<file path="config.mk">
export PLATFORM = sky130hd
export DESIGN_NAME = int_bus_regfile_flat
export DESIGN_NICKNAME = d
export VERILOG_FILES = /design/src/rtl/int_bus_regfile_if.sv /design/src/rtl/int_bus_regfile.sv /design/src/flat_wrapper.sv
export SDC_FILE = /design/constraint.sdc
export NUM_CORES = 1
export LEC_CHECK = 0
export BUFFER_PORTS_ARGS = -buffer_cell sky130_fd_sc_hd__buf_2
export CORE_ASPECT_RATIO = 1.1
export CORE_MARGIN = 1.5
export CORE_UTILIZATION = 45
export CTS_CLUSTER_DIAMETER = 200
export DETAILED_ROUTE_END_ITERATION = 12
export PLACE_DENSITY = 0.77
export RECOVER_POWER = 100
export SLEW_MARGIN = 20
export SYNTH_ARGS = -nofsm -noshare
export SYNTH_HDL_FRONTEND = slang
export SYNTH_SLANG_ARGS = --single-unit
</file>
<file path="constraint.sdc">
create_clock -name clock -period 3 [get_ports clock]
set_input_delay 0.6 -clock clock [delete_from_list [all_inputs] [get_ports clock]]
set_output_delay 0.6 -clock clock [all_outputs]
set_load 0.02 [all_outputs]
</file>
<file path="src/rtl/int_bus_regfile_if.sv">
// Bus-side signals between a bus master and the int_bus_regfile register block.
interface int_bus_regfile_if;
  logic [15:0] int_address;
  logic [7:0]  int_wr_data;
  logic        int_write;
  logic        int_read;
  logic [7:0]  int_rd_data;
  logic        int_req;
  logic        int_gnt;

  modport master (
    output int_address, int_wr_data, int_write, int_read, int_req,
    input  int_rd_data, int_gnt
  );

  modport slave (
    input  int_address, int_wr_data, int_write, int_read, int_req,
    output int_rd_data, int_gnt
  );
endinterface

</file>
<file path="src/rtl/int_bus_regfile.sv">
// Granted-bus register file: ID/SCRATCH/CTRL/STATUS/EVENT/EVENT_MASK/ERR_CNT, one-cycle access.
// Optional macro INT_BUS_ERR_CNT_EN builds the saturating ERR_CNT counter at offset 0x6.
module int_bus_regfile #(
  parameter logic [15:0] BASE_ADDR = 16'h0000,
  parameter logic [7:0]  ID_VALUE  = 8'hA5
) (
  input  logic                 clock,
  input  logic                 reset,
  int_bus_regfile_if.slave     bus,
  input  logic                 local_busy,
  input  logic [7:0]           status_in,
  input  logic [7:0]           event_in,
  output logic [7:0]           ctrl_out,
  output logic                 irq
);

  typedef enum logic [1:0] {IDLE, GRANTED, RELEASE} state_t;

  state_t      r_state;
  state_t      w_state_nxt;
  logic        w_gnt;
  logic        w_hit;
  logic        w_acc_wr;
  logic        w_acc_rd;
  logic [3:0]  w_off;
  logic [7:0]  w_rd_mux;
  logic [7:0]  w_err_cnt;
  logic [7:0]  r_rd_data;
  logic [7:0]  r_scratch;
  logic [7:0]  r_ctrl;
  logic [7:0]  r_event;
  logic [7:0]  r_mask;
  logic        r_irq;

  always_ff @(posedge clock) begin
    if (reset) r_state <= IDLE;
    else       r_state <= w_state_nxt;
  end

  always_comb begin
    w_state_nxt = r_state;
    case (r_state)
      IDLE:    if (bus.int_req && !local_busy) w_state_nxt = GRANTED;
      GRANTED: if (!bus.int_req)               w_state_nxt = RELEASE;
      RELEASE:                                 w_state_nxt = IDLE;
      default:                                 w_state_nxt = IDLE;
    endcase
  end

  assign w_gnt    = (r_state == GRANTED);
  assign w_hit    = (bus.int_address[15:4] == BASE_ADDR[15:4]);
  assign w_off    = bus.int_address[3:0];
  assign w_acc_wr = bus.int_write & w_gnt & w_hit;
  assign w_acc_rd = bus.int_read  & w_gnt & w_hit;

  // Read mux sees pre-write register values, so a simultaneous write/read returns old data.
  always_comb begin
    w_rd_mux = 8'h00;
    case (w_off)
      4'h0:    w_rd_mux = ID_VALUE;
      4'h1:    w_rd_mux = r_scratch;
      4'h2:    w_rd_mux = r_ctrl;
      4'h3:    w_rd_mux = status_in;
      4'h4:    w_rd_mux = r_event;
      4'h5:    w_rd_mux = r_mask;
      4'h6:    w_rd_mux = w_err_cnt;
      default: w_rd_mux = 8'h00;
    endcase
  end

  always_ff @(posedge clock) begin
    if (reset) begin
      r_rd_data <= 8'h00;
      r_scratch <= 8'h00;
      r_ctrl    <= 8'h00;
      r_event   <= 8'h00;
      r_mask    <= 8'h00;
      r_irq     <= 1'b0;
    end else begin
      if (w_acc_rd)                  r_rd_data <= w_rd_mux;
      if (w_acc_wr && w_off == 4'h1) r_scratch <= bus.int_wr_data;
      if (w_acc_wr && w_off == 4'h2) r_ctrl    <= bus.int_wr_data;
      if (w_acc_wr && w_off == 4'h5) r_mask    <= bus.int_wr_data;
      // New events are OR-ed in after the W1C so a same-cycle set wins.
      r_event <= (r_event & ~((w_acc_wr && w_off == 4'h4) ? bus.int_wr_data : 8'h00)) | event_in;
      r_irq   <= |(r_event & r_mask);
    end
  end

`ifdef INT_BUS_ERR_CNT_EN
  logic [7:0] r_err_cnt;
  logic       w_err;

  assign w_err = (bus.int_write | bus.int_read) & ~(w_gnt & w_hit);

  always_ff @(posedge clock) begin
    if (reset)                                r_err_cnt <= 8'h00;
    else if (w_acc_wr && w_off == 4'h6)       r_err_cnt <= 8'h00;
    else if (w_err && r_err_cnt != 8'hFF)     r_err_cnt <= r_err_cnt + 8'd1;
  end

  assign w_err_cnt = r_err_cnt;
`else
  assign w_err_cnt = 8'h00;
`endif

  assign bus.int_gnt     = w_gnt;
  assign bus.int_rd_data = r_rd_data;
  assign ctrl_out        = r_ctrl;
  assign irq             = r_irq;

endmodule

</file>
<file path="src/flat_wrapper.sv">
// flat-port wrapper written by rule: the top's interface ports become plain ports
module int_bus_regfile_flat 
#(
  parameter logic [15:0] BASE_ADDR = 16'h0000,
  parameter logic [7:0]  ID_VALUE  = 8'hA5
)
  (clock, reset, local_busy, status_in, event_in, ctrl_out, irq, bus_int_address, bus_int_wr_data, bus_int_write, bus_int_read, bus_int_req, bus_int_rd_data, bus_int_gnt);
  int_bus_regfile_if bus_i ();
  input  logic clock;
  input  logic reset;
  input  logic local_busy;
  input  logic [7:0] status_in;
  input  logic [7:0] event_in;
  output logic [7:0] ctrl_out;
  output logic irq;
  input wire logic [$bits(bus_i.int_address)-1:0] bus_int_address;
  input wire logic [$bits(bus_i.int_wr_data)-1:0] bus_int_wr_data;
  input wire logic [$bits(bus_i.int_write)-1:0] bus_int_write;
  input wire logic [$bits(bus_i.int_read)-1:0] bus_int_read;
  input wire logic [$bits(bus_i.int_req)-1:0] bus_int_req;
  output wire logic [$bits(bus_i.int_rd_data)-1:0] bus_int_rd_data;
  output wire logic [$bits(bus_i.int_gnt)-1:0] bus_int_gnt;
  assign bus_i.int_address = bus_int_address;
  assign bus_i.int_wr_data = bus_int_wr_data;
  assign bus_i.int_write = bus_int_write;
  assign bus_i.int_read = bus_int_read;
  assign bus_i.int_req = bus_int_req;
  assign bus_int_rd_data = bus_i.int_rd_data;
  assign bus_int_gnt = bus_i.int_gnt;
  int_bus_regfile #(.BASE_ADDR(BASE_ADDR), .ID_VALUE(ID_VALUE)) u_core (.clock(clock), .reset(reset), .bus(bus_i), .local_busy(local_busy), .status_in(status_in), .event_in(event_in), .ctrl_out(ctrl_out), .irq(irq));
endmodule
</file>
# == Word level (Yosys, flattened, before mapping) ==
# Cells that the tools add are included.
# totals
regBits,43
latch_bits,0
ram_bits,0
romBits,0
inputBits,46
elab_cells,39
mem_count,0
# classes
n_addsub,0
multipliers,0
div,0
order_cmp,0
eq_ne,8
shift,0
muxes,5
bitwise_logic,8
n_reduce_logical,11
# ops
operator,count
$pmux W8 S6,1
$and A8 B8 Y8,2
$logic_not A12 Y1,1
$eq A4 B2 Y1 const B,2
$eq A4 B3 Y1 const B,2
$mux W8,1
$not A8 Y8,1
$or A8 B8 Y8,1
$reduce_or A8 Y1,1
$logic_and A1 B1 Y1,5
$and A1 B1 Y1,4
$eq A4 B1 Y1 const B,1
$logic_not A4 Y1,1
$mux W2,2
$pmux W2 S2,1
$eq A2 B1 Y1 const B,1
$logic_not A2 Y1,1
$ne A2 B1 Y1 const B,1
$ne A2 B2 Y1 const B,1
$reduce_and A2 Y1,1
$logic_not A1 Y1,1

# == Longest topological paths before layout ==
# logic_depth
word_depth,8
ltp_mapped,6
ltp_nobuf,4

# == Least setup slack after synthesis ==
# OpenSTA, ideal clock, no wires.
# synth_path
kind,input port to flip-flop
from,input bus_int_address[0]
to,register u_core.r_event[0]
setup_time_ns,0.132
arrival_time_ns,1.565
required_ns,2.868
path_slack_ns,1.302
path_stages,5
path_buffers,1
path_cell_list,buf_2 -> nor4b_2 -> nand2_1 -> o21ai_0 -> a21oi_1
# synth_between
elab_chain_len,6
# synth_lines
item,line,rtl
"start, declared",flat_wrapper.sv:16,input wire logic [$bits(bus_i.int_address)-1:0] bus_int_address;
$eq A4 B3 Y1,int_bus_regfile.sv:85,r_event <= (r_event & ~((w_acc_wr && w_off == 4'h4) ? bus.int_wr_data : 8'h00)) | event_in;
$logic_and A1 B1 Y1,int_bus_regfile.sv:85,
$mux W8,int_bus_regfile.sv:85,
$not A8 Y8,int_bus_regfile.sv:85,
$and A8 B8 Y8,int_bus_regfile.sv:85,
$or A8 B8 Y8,int_bus_regfile.sv:85,
"end signal, assigned",int_bus_regfile.sv:85,
"end, declared",int_bus_regfile.sv:31,logic [7:0] r_event;
# Every way passes these cells.
# A chain may end at the register's enable or synchronous reset.

# == Final worst setup path ==
# layout_path
from,input bus_int_address[0]
to,register u_core.r_scratch[1]
# layout_between
elab_chain_len,2
# layout_lines
item,line,rtl
$eq A4 B1 Y1,int_bus_regfile.sv:81,if (w_acc_wr && w_off == 4'h1) r_scratch <= bus.int_wr_data;
$logic_and A1 B1 Y1,int_bus_regfile.sv:81,
"end signal, assigned",int_bus_regfile.sv:81,
"end, declared",int_bus_regfile.sv:29,logic [7:0] r_scratch;
# Every way passes these cells.

==> metrics.csv <==
stage;metric;value;unit
run_status;status;complete, but fails checks;
run_status;failing checks;max-capacitance violations, max-slew violations;
global_route;GRT Total Usage;21.5;%
floorplan;# rows;25;
setup_path;reg-to-reg endpoint;u_core.r_mask[5];
clock_tree;CTS Buffer Depth;2;
routing;final WL;5070;µm
routing;initial DRC count;208;
setup_path;CP max stage cell;clkbuf_1;
global_route;M1 GR Usage;29.3;%
routing;Avg WL per Cell;15.4;µm
synth;EDFF count, synth;0;
timing;hold_ws;460;ps
global_route;largest net degree at the start of global routing;46;
routing;vias per std cell;5.50;
floorplan;die height;74.8;µm
floorplan;initial core utilization;47.8;%
clock_tree;Worst-path clk slew;90;ps
hold_path;Worst Hold Depth;1;
routing;TritonRoute pass-1 iters;6;
timing;Final Hold Violating Endpoints;0;
power_and_ir_drop;maximum VDD drop;0.427;mV
layout;final core occ;57.8;%
layout;share of post-route cells with drive strength above 1;24.3;%
global_route;Top Usage Layer GRT;met2;
routing;drt drc;0;
timing;Final setup violation count;0;
routing;via count;1816;
setup_path;Critical Path Max Stage Delay;750;ps
layout;post-route insts no fill;330;
clock_tree;Root Buffer;clkbuf_8;
layout;Layout area overhead;21.0;%
layout;most frequent cells in the layout;buf_2, dfxtp_1, nand2b_1;
floorplan;Core ar.;4410;µm²
layout;Final #Nets;321;
synth;top_reg_cell synth;dfxtp_1;
synth;post-synth cell types;40;
global_route;GRT overflow;0;
setup_path;FF-to-FF setup slack;1330;ps
floorplan;Ports;64;
timing;post-layout minimum cycle time;2270;ps
hold_path;endpoint of the worst hold path;u_core.r_state[0];
synth;synthesized area;2110;µm²
timing;Max Slew Vio Count;46;
floorplan;Die X;68.2;µm
placed_design;GP Congestion;0.847;
timing;ratio of final minimum period to clock period;75.5;%
run;Max Cap Viol;1;
setup_path;FF-to-FF path depth;4;
timing;measured slew at the worst slew-check pin;1510;ps
timing;worst clock skew;11.2;ps
global_route;met2 Use GR;32.5;%
clock_tree;Num Clock Sinks;43;
global_route;met3 Resource Use GR;5.98;%
layout;Finished Cell Area;2550;µm²
synth;syn avg cell area;9.75;µm²
hold_path;worst hold path class;register to register;
placed_design;dpl ws;780;ps
power_and_ir_drop;total power;1.24;mW
synth;Cells after Synth;216;
clock_tree;Skew-Pair Late Insertion Delay;310;ps
routing;Detail Route Antenna Nets;0;
timing;Slew headroom;-0.798;%
timing;unrepaired setup endpoints after global routing;false;
placed_design;dpl cells;322;
synth;#FFs+latches synth;43;
setup_path;worst r2r src;u_core.r_state[1];
setup_path;worst setup path class;primary input to register;
setup_path;CP arrival;2460;ps
setup_path;CP cell instances;clkbuf_1, nor2b_1, and2_0, nand2_2, mux2i_1;
layout;n_diodes;0;
setup_path;Critical Path Fanout Max;22;
placed_design;hpwl dp;3700;µm
floorplan;Die Area;5100;µm²
setup_path;Worst Setup End Kind;register;
timing;Peak Freq;441;MHz
synth;syn nets;262;
clock_tree;CTS tree;done;
clock_tree;cts hold-fix bufs;0;
setup_path;type of origin of the critical path;primary input;
synth;sequential-to-total area share from yosys stat;40.9;%
power_and_ir_drop;LEAKAGE;1.06;nW
placed_design;count of input and output buffers;63;
synth;Syn. warnings;0;
synth;ys async rst share;0;%
clock_tree;post-CTS setup buffer count;0;
global_route;vias in the first global route;1696;
clock_tree;CTS H-tree depth;2;
placed_design;Area after DPL;2440;µm²
timing;worst setup margin;734;ps
clock_tree;post_cts resized;0;
clock_tree;CTS buffer count;5;
global_route;first-pass GRT wire length;8070;µm
timing;setup TNS;0;ps
setup_path;Worst EP required;3200;ps
power_and_ir_drop;Power Density;488;nW/µm²
global_route;initial antenna violation count;0;
hold_path;HP Start;u_core.r_state[1];
-- critical path: cells and delay by family --
family        cells  cell delay (ps)
buf+inv           1              750
mux               1              170
simple gates      3              940
-- metal layers --
metal  share of wire (%)  up-vias  wire (µm)
met5                   0        -          0
met4                 1.3        0         66
met3                 7.1        8        360
met2                  45       74       2280
met1                  47      834       2370
li1                    -      900          -
-- cells by family (layout without fill, tap and decap cells) --
| family | Yosys count | count (layout) | share of synthesized area [%] |
|---|---|---|---|
| multiplexers | 33 | 33 | 16.2 |
| AO/OA/AOI/OAI | 48 | 48 | 16.1 |
| AND/OR/NAND/NOR | 71 | 71 | 22.4 |
| flip-flops | 43 | 43 | 40.9 |
| buffers and inverters | 21 | 81 | 4.45 |
-- where the power goes --
| part | leakage (nW) | switching [mW] | internal [mW] |
|---|---|---|---|
| clock network | 0.0644 | 0.215 | 0.332 |
| registers | 0.349 | 0.00723 | 0.579 |
| logic | 0.645 | 0.0586 | 0.0535 |
| total | 1.06 | 0.280 | 0.964 |
-- synth_stat cells (2+ instances only) --
| cell | n | area, µm² |
|---|---|---|
| a22o_1 | 3 | 26.3 |
| o21ai_0 | 12 | 60.1 |
| clkbuf_1 | 7 | 26.3 |
| nand2_1 | 9 | 33.8 |
| buf_2 | 3 | 15.0 |
| dfxtp_1 | 43 | 861 |
| nand4_1 | 2 | 12.5 |
| nand3_1 | 3 | 15.0 |
| nand2b_1 | 32 | 200 |
| mux2_2 | 8 | 90.1 |
| mux2i_1 | 25 | 250 |
| o2bb2ai_1 | 8 | 70.1 |
| a21oi_1 | 9 | 45.0 |
| nor2b_1 | 7 | 43.8 |
| inv_1 | 9 | 33.8 |
| a22oi_1 | 4 | 30.0 |
| nor4_2 | 2 | 25.0 |
| a222oi_1 | 6 | 60.1 |
| and3_1 | 3 | 18.8 |
-- final cells by class --
class | instances | area, µm²
fill | 413 | 1860
sequential | 43 | 861
clock inverter | 3 | 67.6
multi-input combinational | 152 | 1150
timing repair buffer | 64 | 298
clock buffer | 5 | 68.8
inverter | 9 | 33.8
tap | 54 | 67.6
-- worst max-delay path by stage --
stage,startpoint,endpoint,cells past startpoint
5_1_grt,bus_int_address[0],u_core.r_scratch[6],5
4_1_cts,bus_int_address[9],u_core.r_mask[5],5
2_1_floorplan,bus_int_address[0],u_core.r_event[0],5
6_report,bus_int_address[0],u_core.r_scratch[1],5
3_3_place_gp,bus_int_address[9],u_core.ctrl_out[2],5
3_5_place_dp,bus_int_address[9],u_core.ctrl_out[4],5
-- sequential cells by signal, summed over array words and instances, names as in the netlist --
register and cells:
u_core.ctrl_out 8, u_core.r_scratch 8, u_core.r_mask 8, u_core.r_state 2, u_core.bus.int_rd_data 8, u_core.r_event 8
u_core.irq 1
No activity file was read; power rests on OpenSTA's default activity.
